## src/rtl/mem_wb_stage.sv

```systemverilog
// MEM/WB pipeline register: selects and extends the load lane (or ALU result),
// flags misaligned/illegal loads, and counts retired instructions.
module mem_wb_stage #(
    parameter int WORD_SIZE  = 32,
    parameter int REG_ADDR_W = 5,
    parameter int CNT_W      = 32,
    localparam int OFF_W     = $clog2(WORD_SIZE / 8)
) (
    input  logic                  clk,
    input  logic                  rstn,
    input  logic                  in_valid,
    output logic                  in_ready,
    input  logic                  stall,
    input  logic                  flush,
    input  logic [2:0]            wbs,
    input  logic                  reg_we_in,
    input  logic [REG_ADDR_W-1:0] rdn_in,
    input  logic [OFF_W-1:0]      addr_lo,
    input  logic [WORD_SIZE-1:0]  alu_out,
    input  logic [WORD_SIZE-1:0]  mrd,
    output logic                  wb_valid,
    output logic                  wb_we,
    output logic [REG_ADDR_W-1:0] rdn,
    output logic [WORD_SIZE-1:0]  rdd,
    output logic                  misalign,
    output logic [CNT_W-1:0]      retire_cnt
);

    localparam bit C_WIDE = (WORD_SIZE == 64);

    function automatic logic [WORD_SIZE-1:0] f_ext8(input logic [7:0] b, input logic sgn);
        return {{(WORD_SIZE-8){sgn & b[7]}}, b};
    endfunction

    function automatic logic [WORD_SIZE-1:0] f_ext16(input logic [15:0] h, input logic sgn);
        return {{(WORD_SIZE-16){sgn & h[15]}}, h};
    endfunction

    function automatic logic f_misaligned(input logic [2:0] sel, input logic [OFF_W-1:0] lo);
        logic m;
        case (sel)
            3'd2, 3'd4: m = lo[0];
            3'd5, 3'd6: m = |lo[1:0];
            3'd7:       m = C_WIDE ? |lo : 1'b0;
            default:    m = 1'b0;
        endcase
        return m;
    endfunction

    logic                  r_wb_valid;
    logic                  r_wb_we;
    logic [REG_ADDR_W-1:0] r_rdn;
    logic [WORD_SIZE-1:0]  r_rdd;
    logic                  r_misalign;
    logic [CNT_W-1:0]      r_retire_cnt;

    logic [WORD_SIZE-1:0]  w_lane;
    logic [WORD_SIZE-1:0]  w_word_s;
    logic [WORD_SIZE-1:0]  w_word_z;
    logic [WORD_SIZE-1:0]  w_sel;
    logic [WORD_SIZE-1:0]  w_rdd_next;
    logic                  w_misaligned;
    logic                  w_illegal;
    logic                  w_we_next;
    logic                  w_capture;
    logic                  w_hold;

    assign w_lane = mrd >> {addr_lo, 3'b000};

    // 32-bit lane extension only differs between sign and zero on the wide datapath
    generate
        if (WORD_SIZE == 64) begin : g_wide
            assign w_word_s = {{(WORD_SIZE-32){w_lane[31]}}, w_lane[31:0]};
            assign w_word_z = {{(WORD_SIZE-32){1'b0}}, w_lane[31:0]};
        end else begin : g_narrow
            assign w_word_s = w_lane;
            assign w_word_z = w_lane;
        end
    endgenerate

    // writeback data select and capture qualification
    always_comb begin
        w_sel        = '0;
        w_misaligned = f_misaligned(wbs, addr_lo);
        w_illegal    = (wbs == 3'd7) && !C_WIDE;
        case (wbs)
            3'd0:    w_sel = alu_out;
            3'd1:    w_sel = f_ext8(w_lane[7:0], 1'b1);
            3'd2:    w_sel = f_ext16(w_lane[15:0], 1'b1);
            3'd3:    w_sel = f_ext8(w_lane[7:0], 1'b0);
            3'd4:    w_sel = f_ext16(w_lane[15:0], 1'b0);
            3'd5:    w_sel = w_word_s;
            3'd6:    w_sel = C_WIDE ? w_word_z : w_word_s;
            3'd7:    w_sel = w_lane;
            default: w_sel = '0;
        endcase
        if (w_misaligned || w_illegal) begin
            w_rdd_next = '0;
        end else begin
            w_rdd_next = w_sel;
        end
        w_we_next = reg_we_in && (rdn_in != '0) && !w_misaligned && !w_illegal;
    end

    assign in_ready  = !(r_wb_valid && stall);
    assign w_capture = in_valid && in_ready && !flush;
    assign w_hold    = r_wb_valid && stall;

    // pipeline entry: flush wins over capture, capture over hold; rdn/rdd persist
    always_ff @(posedge clk or negedge rstn) begin
        if (!rstn) begin
            r_wb_valid <= 1'b0;
            r_wb_we    <= 1'b0;
            r_rdn      <= '0;
            r_rdd      <= '0;
            r_misalign <= 1'b0;
        end else if (flush) begin
            r_wb_valid <= 1'b0;
            r_wb_we    <= 1'b0;
            r_misalign <= 1'b0;
        end else if (w_capture) begin
            r_wb_valid <= 1'b1;
            r_wb_we    <= w_we_next;
            r_rdn      <= rdn_in;
            r_rdd      <= w_rdd_next;
            r_misalign <= w_misaligned;
        end else if (!w_hold) begin
            r_wb_valid <= 1'b0;
            r_wb_we    <= 1'b0;
        end
    end

    // an entry retires when it leaves the stage unstalled, flushed or not
    always_ff @(posedge clk or negedge rstn) begin
        if (!rstn) begin
            r_retire_cnt <= '0;
        end else if (r_wb_valid && !stall) begin
            r_retire_cnt <= r_retire_cnt + CNT_W'(1);
        end
    end

    assign wb_valid   = r_wb_valid;
    assign wb_we      = r_wb_we;
    assign rdn        = r_rdn;
    assign rdd        = r_rdd;
    assign misalign   = r_misalign;
    assign retire_cnt = r_retire_cnt;

endmodule

```

## config.mk

```make
export PLATFORM = sky130hd
export DESIGN_NAME = mem_wb_stage
export DESIGN_NICKNAME = d
export VERILOG_FILES = /design/src/rtl/mem_wb_stage.sv
export SDC_FILE = /design/constraint.sdc
export NUM_CORES = 1
export LEC_CHECK = 0
export ABC_AREA = 1
export BUFFER_PORTS_ARGS = -buffer_cell sky130_fd_sc_hd__buf_2
export CORE_ASPECT_RATIO = 1.75
export CORE_MARGIN = 8
export CORE_UTILIZATION = 51
export DETAILED_ROUTE_END_ITERATION = 8
export GPL_TIMING_DRIVEN = 0
export PLACE_DENSITY_LB_ADDON = 0.08
export SLEW_MARGIN = 10
export SYNTH_ARGS = -nofsm -noshare
export SYNTH_HDL_FRONTEND = slang
export SYNTH_SLANG_ARGS = --single-unit
export TNS_END_PERCENT = 1
```

## constraint.sdc

```tcl
create_clock -name clk -period 2 [get_ports clk]
set_input_delay 0.3 -clock clk [delete_from_list [all_inputs] [get_ports clk]]
set_output_delay 0.3 -clock clk [all_outputs]
set_load 0.01 [all_outputs]
```

==> impl_metrics.yaml, run 1 <==
synth:
  ys_types: 32
  synth-compound-area-share_pct: 4.738
  synth_flop_cell: "dfrtp_1"
  post_synth.cell_area_avg_um2: 6.824
  synth_nets: 735
  yosys_warnings: 0
  synth_edf_count: 0
  synthCells: 654
  syn_area_um2: 4463
  async_flop_share_pct: 100.0
  muxShareOfSynthArea_pct: 0.5046
  ys_seq_area_share_pct: 40.37
  synthXorXnorAreaFrac_pct: 3.140
  yosys.area_share.simple_pct: 43.87
  synth_fa_ha_area_share_pct: 0.2803
  ys_seq_elements: 72
  synth_top_family_by_area: "simple AND/OR/NAND/NOR gates"
finish:
  fillCellCount: 798
  drive_above_1_share_pct: 24.91
  nets: 899
  finish.instance_area_um2: 5673
  diodes: 0
  synthToLayoutAreaGrowth_pct: 27.11
clocking:
  clockBufferDepth: 2
  cts_made_buffers: 9
  post_cts_resized: 0
  cts_tree: "yes"
  clk_pin_slew_ns: 0.06
  clock_latency_ns: 0.33
  cts_setup_buffers: 0
  root_buffer: "clkbuf_16"
  hold_buffers: 1
  clock_sinks: 72
  htreeDepth: 3
placement:
  hpwl_um: 12140
  dpl_cell_area_um2: 5388
  port_buffers: 151
  place_congestion: 0.9586
floorplanning:
  start_util_pct: 51.81
  coreArea_um2: 8615
  rows: 45
  ios: 153
  die_y_um: 139.8
  fp.dieW_um: 86.72
  die_area_um2: 12120
grt:
  track_usage_pct: 25.09
  antenna_found_initial: 0
  grt_pass1_vias: 4882
  overflow: 0
  grt_max_degree: 45
  grt_pass1_wl_um: 23720
pwr:
  power_leakage_nw: 3.188
  power_frac_seq_pct: 42.2
  sw_frac_of_total_pct: 30.89
  p_comb_share_pct: 22.2
  clock_power_share_pct: 35.6
  netSwitchingPower_w: 0.001276
  p_per_area_nw_per_um2: 728.2
  vdd_drop_max_v: 0.0004251
  total_power_w: 0.004131
  p_int_w: 0.002855
sta:
  fmax_mhz: 596.2
  fin_crit_sh_pct: 83.86
  tightest_slew_ns: 0.6040
  period_needed_ns: 1.677
  hold_viol: 0
  setup_violations: 0
  rsz0062_at_grt: "no"
  skew_ns: 0.006052
  timing.slew.headroom_pct: 59.42
  drv_slew: 0
  tns_ns: 0
worst_setup_path:
  cp_data_arrival_time_ns: 1.90
  path_common_cell: "nand2_1"
  crit_start: "retire_cnt[0]"
  r2r_end: "retire_cnt[30]"
  path_delay_family: "simple AND/OR/NAND/NOR gates"
  critical_path.endpoint: "retire_cnt[30]"
  cp_num_cells: 8
  worst_setup_path_start_kind: "flop"
  path_cells: "ha_1, nand2_1, nor2_2, nand3b_1, nor2_4, nand3_1, nand2_1, nand2_1"
  cpPeakStageDelay_ns: 0.39
  r2r-start: "retire_cnt[0]"
  worst-r2r-cell-count: 8
  critPathMaxFanout: 10
  r2r_slack_ns: 0.32
  cp.required_ns: 2.22
  end_kind: "flop"
  crit_buf_inv: 0
  slowest_stage: "dfrtp_1"
  critPathKind: "flop to flop"
detailed_routing:
  drtIter0Drc: 240
  routed_wl_um: 14860
  ant_nets: 0
  dr.pass1.iters: 7
  drt-wirelength-per-cell_um: 15.81
  drc: 0
  vias_per_cell: 5.146
  vias: 4837
min_path:
  min-delay-start: "rdn_in[1]"
  hold_path.class: "input pin to flop"
job:
  max_cap_violations: 0
status:
  status: "finished, final reports clean"
-- worst reg2reg max path: cells and delay by family, from the launching register on --
kind / cells / cell delay (ns)
DFF: 1 / 0.39
adders and majority gates: 1 / 0.19
and+or+nand+nor: 7 / 1.00
-- synthesized netlist by cell type (7+ instances only) --
| cell | instances | area (µm²) |
|---|---|---|
| nand3_1 | 64 | 320.3 |
| inv_1 | 40 | 150.1 |
| nor3_1 | 7 | 35.03 |
| xnor2_1 | 8 | 70.07 |
| nor2_1 | 95 | 356.6 |
| buf_2 | 7 | 35.03 |
| o211ai_1 | 8 | 60.06 |
| a31oi_1 | 9 | 56.30 |
| dfrtp_1 | 72 | 1802 |
| nand4_1 | 11 | 68.82 |
| nand2_1 | 262 | 983.4 |
| o21ai_0 | 12 | 60.06 |
| xor2_1 | 8 | 70.07 |
-- per-layer routing --
metal  up-vias  part of all wire (%)  global-route usage [%]
met5         -                     0                       0
li1       2409                     -                       -
met3        43                   5.0                   4.776
met2       182                    54                   45.63
met4         0                   4.9                   14.61
met1      2203                    36                   25.35
-- cell usage in the layout (no fill, tap or decap), drive strengths merged --
| cell type | synthesis | routed |
|---|---|---|
| a21oi | 1 | 1 |
| a31oi | 9 | 9 |
| and2 | 1 | 1 |
| buf | 19 | 171 |
| clkbuf | 5 | 16 |
| clkinv | 0 | 2 |
| clkinvlp | 0 | 3 |
| dfrtp | 72 | 72 |
| dlygate4sd3 | 0 | 1 |
| ha | 1 | 1 |
| inv | 44 | 44 |
| mux2 | 2 | 2 |
| nand2 | 266 | 266 |
| nand3 | 70 | 70 |
| nand3b | 5 | 5 |
| nand4 | 11 | 11 |
| nor2 | 100 | 100 |
| nor3 | 7 | 7 |
| nor4 | 1 | 1 |
| o211ai | 9 | 9 |
| o21ai | 14 | 14 |
| o21bai | 1 | 1 |
| xnor2 | 8 | 8 |
| xor2 | 8 | 8 |
-- metrics by stage --
step	utilization (%)	std cells	hold WS [ns]	setup WS, ns
finish	65.85	940	0.2183	0.3227
global route	65.85	940	0.2187	0.1054
CTS	65.85	940	0.2083	0.3164
detailed placement	62.54	923	0.2498	0.3218
global placement	62.28	922	0.4592	0.2748
floorplan	-	654	0.004409	0.4986
-- registers in the layout (all words and copies together), names as in the netlist --
| name | count |
|---|---|
| wb_valid | 1 |
| wb_we | 1 |
| rdn | 5 |
| retire_cnt | 32 |
| misalign | 1 |
| rdd | 32 |
-- power by group through the flow --
| stage | logic (W) | clock network, W | registers, W |
|---|---|---|---|
| 2_1_floorplan | 0.000416 | 0 | 0.00184 |
| 3_5_place_dp | 0.000927 | 0 | 0.00177 |
| 6_report | 0.000918 | 0.00147 | 0.00174 |
| 3_3_place_gp | 0.000903 | 0 | 0.00175 |
| 5_1_grt | 0.00102 | 0.00157 | 0.00177 |
| 4_1_cts | 0.000932 | 0.00149 | 0.00174 |
-- kinds of logic (layout without fill, tap and decap cells) --
family	count (synthesis)	after routing
buffers and inverters	68	237
adders and majority gates	1	1
AOI/OAI and AO/OA	34	34
muxes	2	2
and+or+nand+nor	461	461
DFF	72	72
xor gates and xnor gates	16	16
-- worst min-delay path by stage --
stage	endpoint	cells past startpoint
after global routing	rdn[1]	2
after floorplan	misalign	0
after detailed placement	retire_cnt[27]	1
after global placement	rdd[3]	2
after CTS	rdn[1]	2
final	rdn[1]	2
-- final cells by class --
class	count	area [µm²]	area share, %
Buffer	24	151.4	2.669
Sequential cell	72	1802	31.76
Clock inverter	5	32.53	0.5734
Timing Repair Buffer	153	788.3	13.90
Tap cell	117	146.4	2.580
Multi-Input combinational cell	514	2345	41.33
Clock buffer	11	242.7	4.279
Inverter	44	165.2	2.911
Power figures use the tool's default switching activity.
==> run 2: changes to the inputs <==
--- a/config.mk
+++ b/config.mk
@@ -5,11 +5,11 @@
 export SDC_FILE = /design/constraint.sdc
 export NUM_CORES = 1
 export LEC_CHECK = 0
-export ABC_AREA = 1
+export ABC_AREA = 0
 export BUFFER_PORTS_ARGS = -buffer_cell sky130_fd_sc_hd__buf_2
 export CORE_ASPECT_RATIO = 1.75
 export CORE_MARGIN = 8
-export CORE_UTILIZATION = 51
+export CORE_UTILIZATION = 45
 export DETAILED_ROUTE_END_ITERATION = 8
 export GPL_TIMING_DRIVEN = 0
 export PLACE_DENSITY_LB_ADDON = 0.08
==> constraint.sdc (replaced) <==
create_clock -name clk -period 1.5 [get_ports clk]
set_input_delay 0.225 -clock clk [delete_from_list [all_inputs] [get_ports clk]]
set_output_delay 0.225 -clock clk [all_outputs]
set_load 0.01 [all_outputs]
==> impl_metrics.yaml, run 2 <==
finish:
  finish.instance_area_um2: 5570
  mostFrequentLayoutCells: "buf_2 (158), dfrtp_1 (68), mux2i_1 (37), nand2_1 (35), o21ai_0 (21)"
  layout_commonest_cell: "buf_2"
  fillCellCount: 802
  diodes: 0
  drive_above_1_share_pct: 41.77
  synthToLayoutAreaGrowth_pct: 33.85
  fin_util_pct: 61.65
  seq_area_um2: 1807
  nets: 641
  multiInputGateArea_um2: 2266
min_path:
  hold_depth: 2
  hold_path.class: "input pin to flop"
worst_setup_path:
  worst_setup_path_start_kind: "flop"
  critPathMaxFanout: 7
  worst-r2r-cell-count: 4
  slowest_stage: "or4b_4"
  crit_buf_inv: 0
  path_cells: "nand4_2, or4b_4, nor3_2, xor2_1"
  cpPeakStageDelay_ns: 0.61
  critPathKind: "flop to flop"
  cp_num_cells: 4
  end_kind: "flop"
  cp_data_arrival_time_ns: 1.88
  cp.required_ns: 1.75
  path_delay_family: "simple AND/OR/NAND/NOR gates"
synth:
  ys_types: 52
  syn_area_um2: 4161
  synth_nets: 467
  synth_flop_cell: "dfrtp_1"
  ys_seq_elements: 72
  synth.most_common_cell: "dfrtp_1"
  yosys-top-cells-area: "dfrtp_1 (43%), mux2i_1 (8.9%), o21ai_0 (3.8%)"
  yosys.area.top_type: "dfrtp_1"
  ys_seq_area_share_pct: 43.30
  synth_common_cells: "dfrtp_1 (72), mux2i_1 (37), nand2_1 (36)"
  synthCells: 386
  post_synth.cell_area_avg_um2: 10.78
  netlist.area_leader.share_pct: 43.30
  synth_edf_count: 0
  async_flop_share_pct: 100.0
  yosys_warnings: 0
clocking:
  cts_tree: "yes"
  clk_pin_slew_ns: 0.06
  root_buffer: "clkbuf_16"
  clockBufferDepth: 2
  clock_latency_ns: 0.33
  cts_made_buffers: 9
  clock_sinks: 72
  htreeDepth: 3
grt:
  antenna_found_initial: 0
  grt_max_degree: 51
  grt_pass1_wl_um: 20930
  track_usage_pct: 21.81
  grt_pass1_vias: 4120
  overflow: 0
status:
  violations: "setup timing"
  status: "finished with violations"
placement:
  place_congestion: 0.9375
  dp_slack_ns: -0.3828
  dpl_cell_area_um2: 5094
  hpwl_um: 10670
  port_buffers: 150
detailed_routing:
  vias_per_cell: 5.622
  ant_nets: 0
  drtIter0Drc: 165
  vias: 3851
  dr.pass1.iters: 4
  drc: 0
  routed_wl_um: 13550
  drt-wirelength-per-cell_um: 19.78
sta:
  fin_crit_sh_pct: 108.6
  timing.final.ws_setup_ns: -0.1295
  hold_viol: 0
  period_needed_ns: 1.630
  timing.slew.headroom_pct: 53.96
  whs_ns: 0.1432
  fmax_mhz: 613.7
  tightest_slew_ns: 0.6869
  drv_slew: 0
  rsz0062_at_grt: "yes"
  skew_ns: 0.007550
  setup_violations: 33
  tns_ns: -1.733
floorplanning:
  fp.dieW_um: 88.70
  die_area_um2: 12700
  start_util_pct: 46.05
  ios: 153
  rows: 46
  die_y_um: 143.2
  coreArea_um2: 9036
pwr:
  power_leakage_nw: 2.802
  vdd_drop_max_v: 0.0006444
  p_per_area_nw_per_um2: 1017
job:
  max_cap_violations: 0
-- run 2: changes by cell type after synthesis, moves of 10 or more --
cell	previous run	this run
mux2i_1	0	37
a2bb2oi_2	0	10
a2bb2oi_1	0	13
nand3_1	64	8
nand2_1	262	36
nor2_1	95	8
a22o_1	0	10
inv_1	40	3
o21ai_0	12	32
-- run 2: what timing repair did --
action                                 in CTS  in global routing
endpoints found under the hold margin      22                  0
setup endpoints to repair                  58                 60
hold buffers                                1                  0
gates resized for setup                    30                  9
buffers inserted                           11                  0
pin swaps                                  14                  6
gates cloned                                1                  0
-- run 2: routing by layer --
metal | track usage (%) | share of wire [%]
met1 | 22.65 | 36
met2 | 37.60 | 53
met3 | 5.239 | 6.1
met4 | 13.72 | 4.9
met5 | 0 | 0
-- run 2: cell type report --
class	count	area share [%]
buffer	21	2.651
clock inverter	2	0.6963
timing repair buffer	164	16.02
multi-input combinational	288	40.68
sequential	72	32.43
inverter	4	0.2695
tap	120	2.695
clock buffer	14	4.560
-- run 2: power by group --
part           switching [W]  internal [W]
combinational       0.000677      0.000603
sequential          0.000129       0.00213
clock               0.000793       0.00134
-- run 2: per-stage QoR --
step           power [W]  std cells
2_1_floorplan   0.002918        386
3_3_place_gp    0.003419        656
3_5_place_dp    0.003465        657
4_1_cts         0.005720        685
5_1_grt         0.005955        685
6_report        0.005668        685
-- run 2: kinds of logic (layout without fill, tap and decap cells) --
| group | Yosys count | after routing | share of synthesized area, % |
|---|---|---|---|
| buffers and inverters | 26 | 205 | 3.548 |
| AND/OR/NAND/NOR | 108 | 108 | 14.91 |
| AO/OA/AOI/OAI | 103 | 103 | 20.35 |
| flip-flops | 72 | 72 | 43.30 |
| XOR/XNOR | 31 | 31 | 6.524 |
| multiplexers | 45 | 45 | 11.06 |
| adder cells (fa/ha/maj) | 1 | 1 | 0.3006 |
-- run 2: worst paths after layout --
kind / startpoint / endpoint / slack [ns]
min reg2reg: retire_cnt[31] / retire_cnt[31] / 0.46
max reg2reg: retire_cnt[2] / retire_cnt[30] / -0.13
min in group asynchronous: rstn / rdd[4] / 0.34
max in group asynchronous: rstn / retire_cnt[7] / 0.58
max: retire_cnt[2] / retire_cnt[30] / -0.13
min: rdn_in[2] / rdn[2] / 0.14
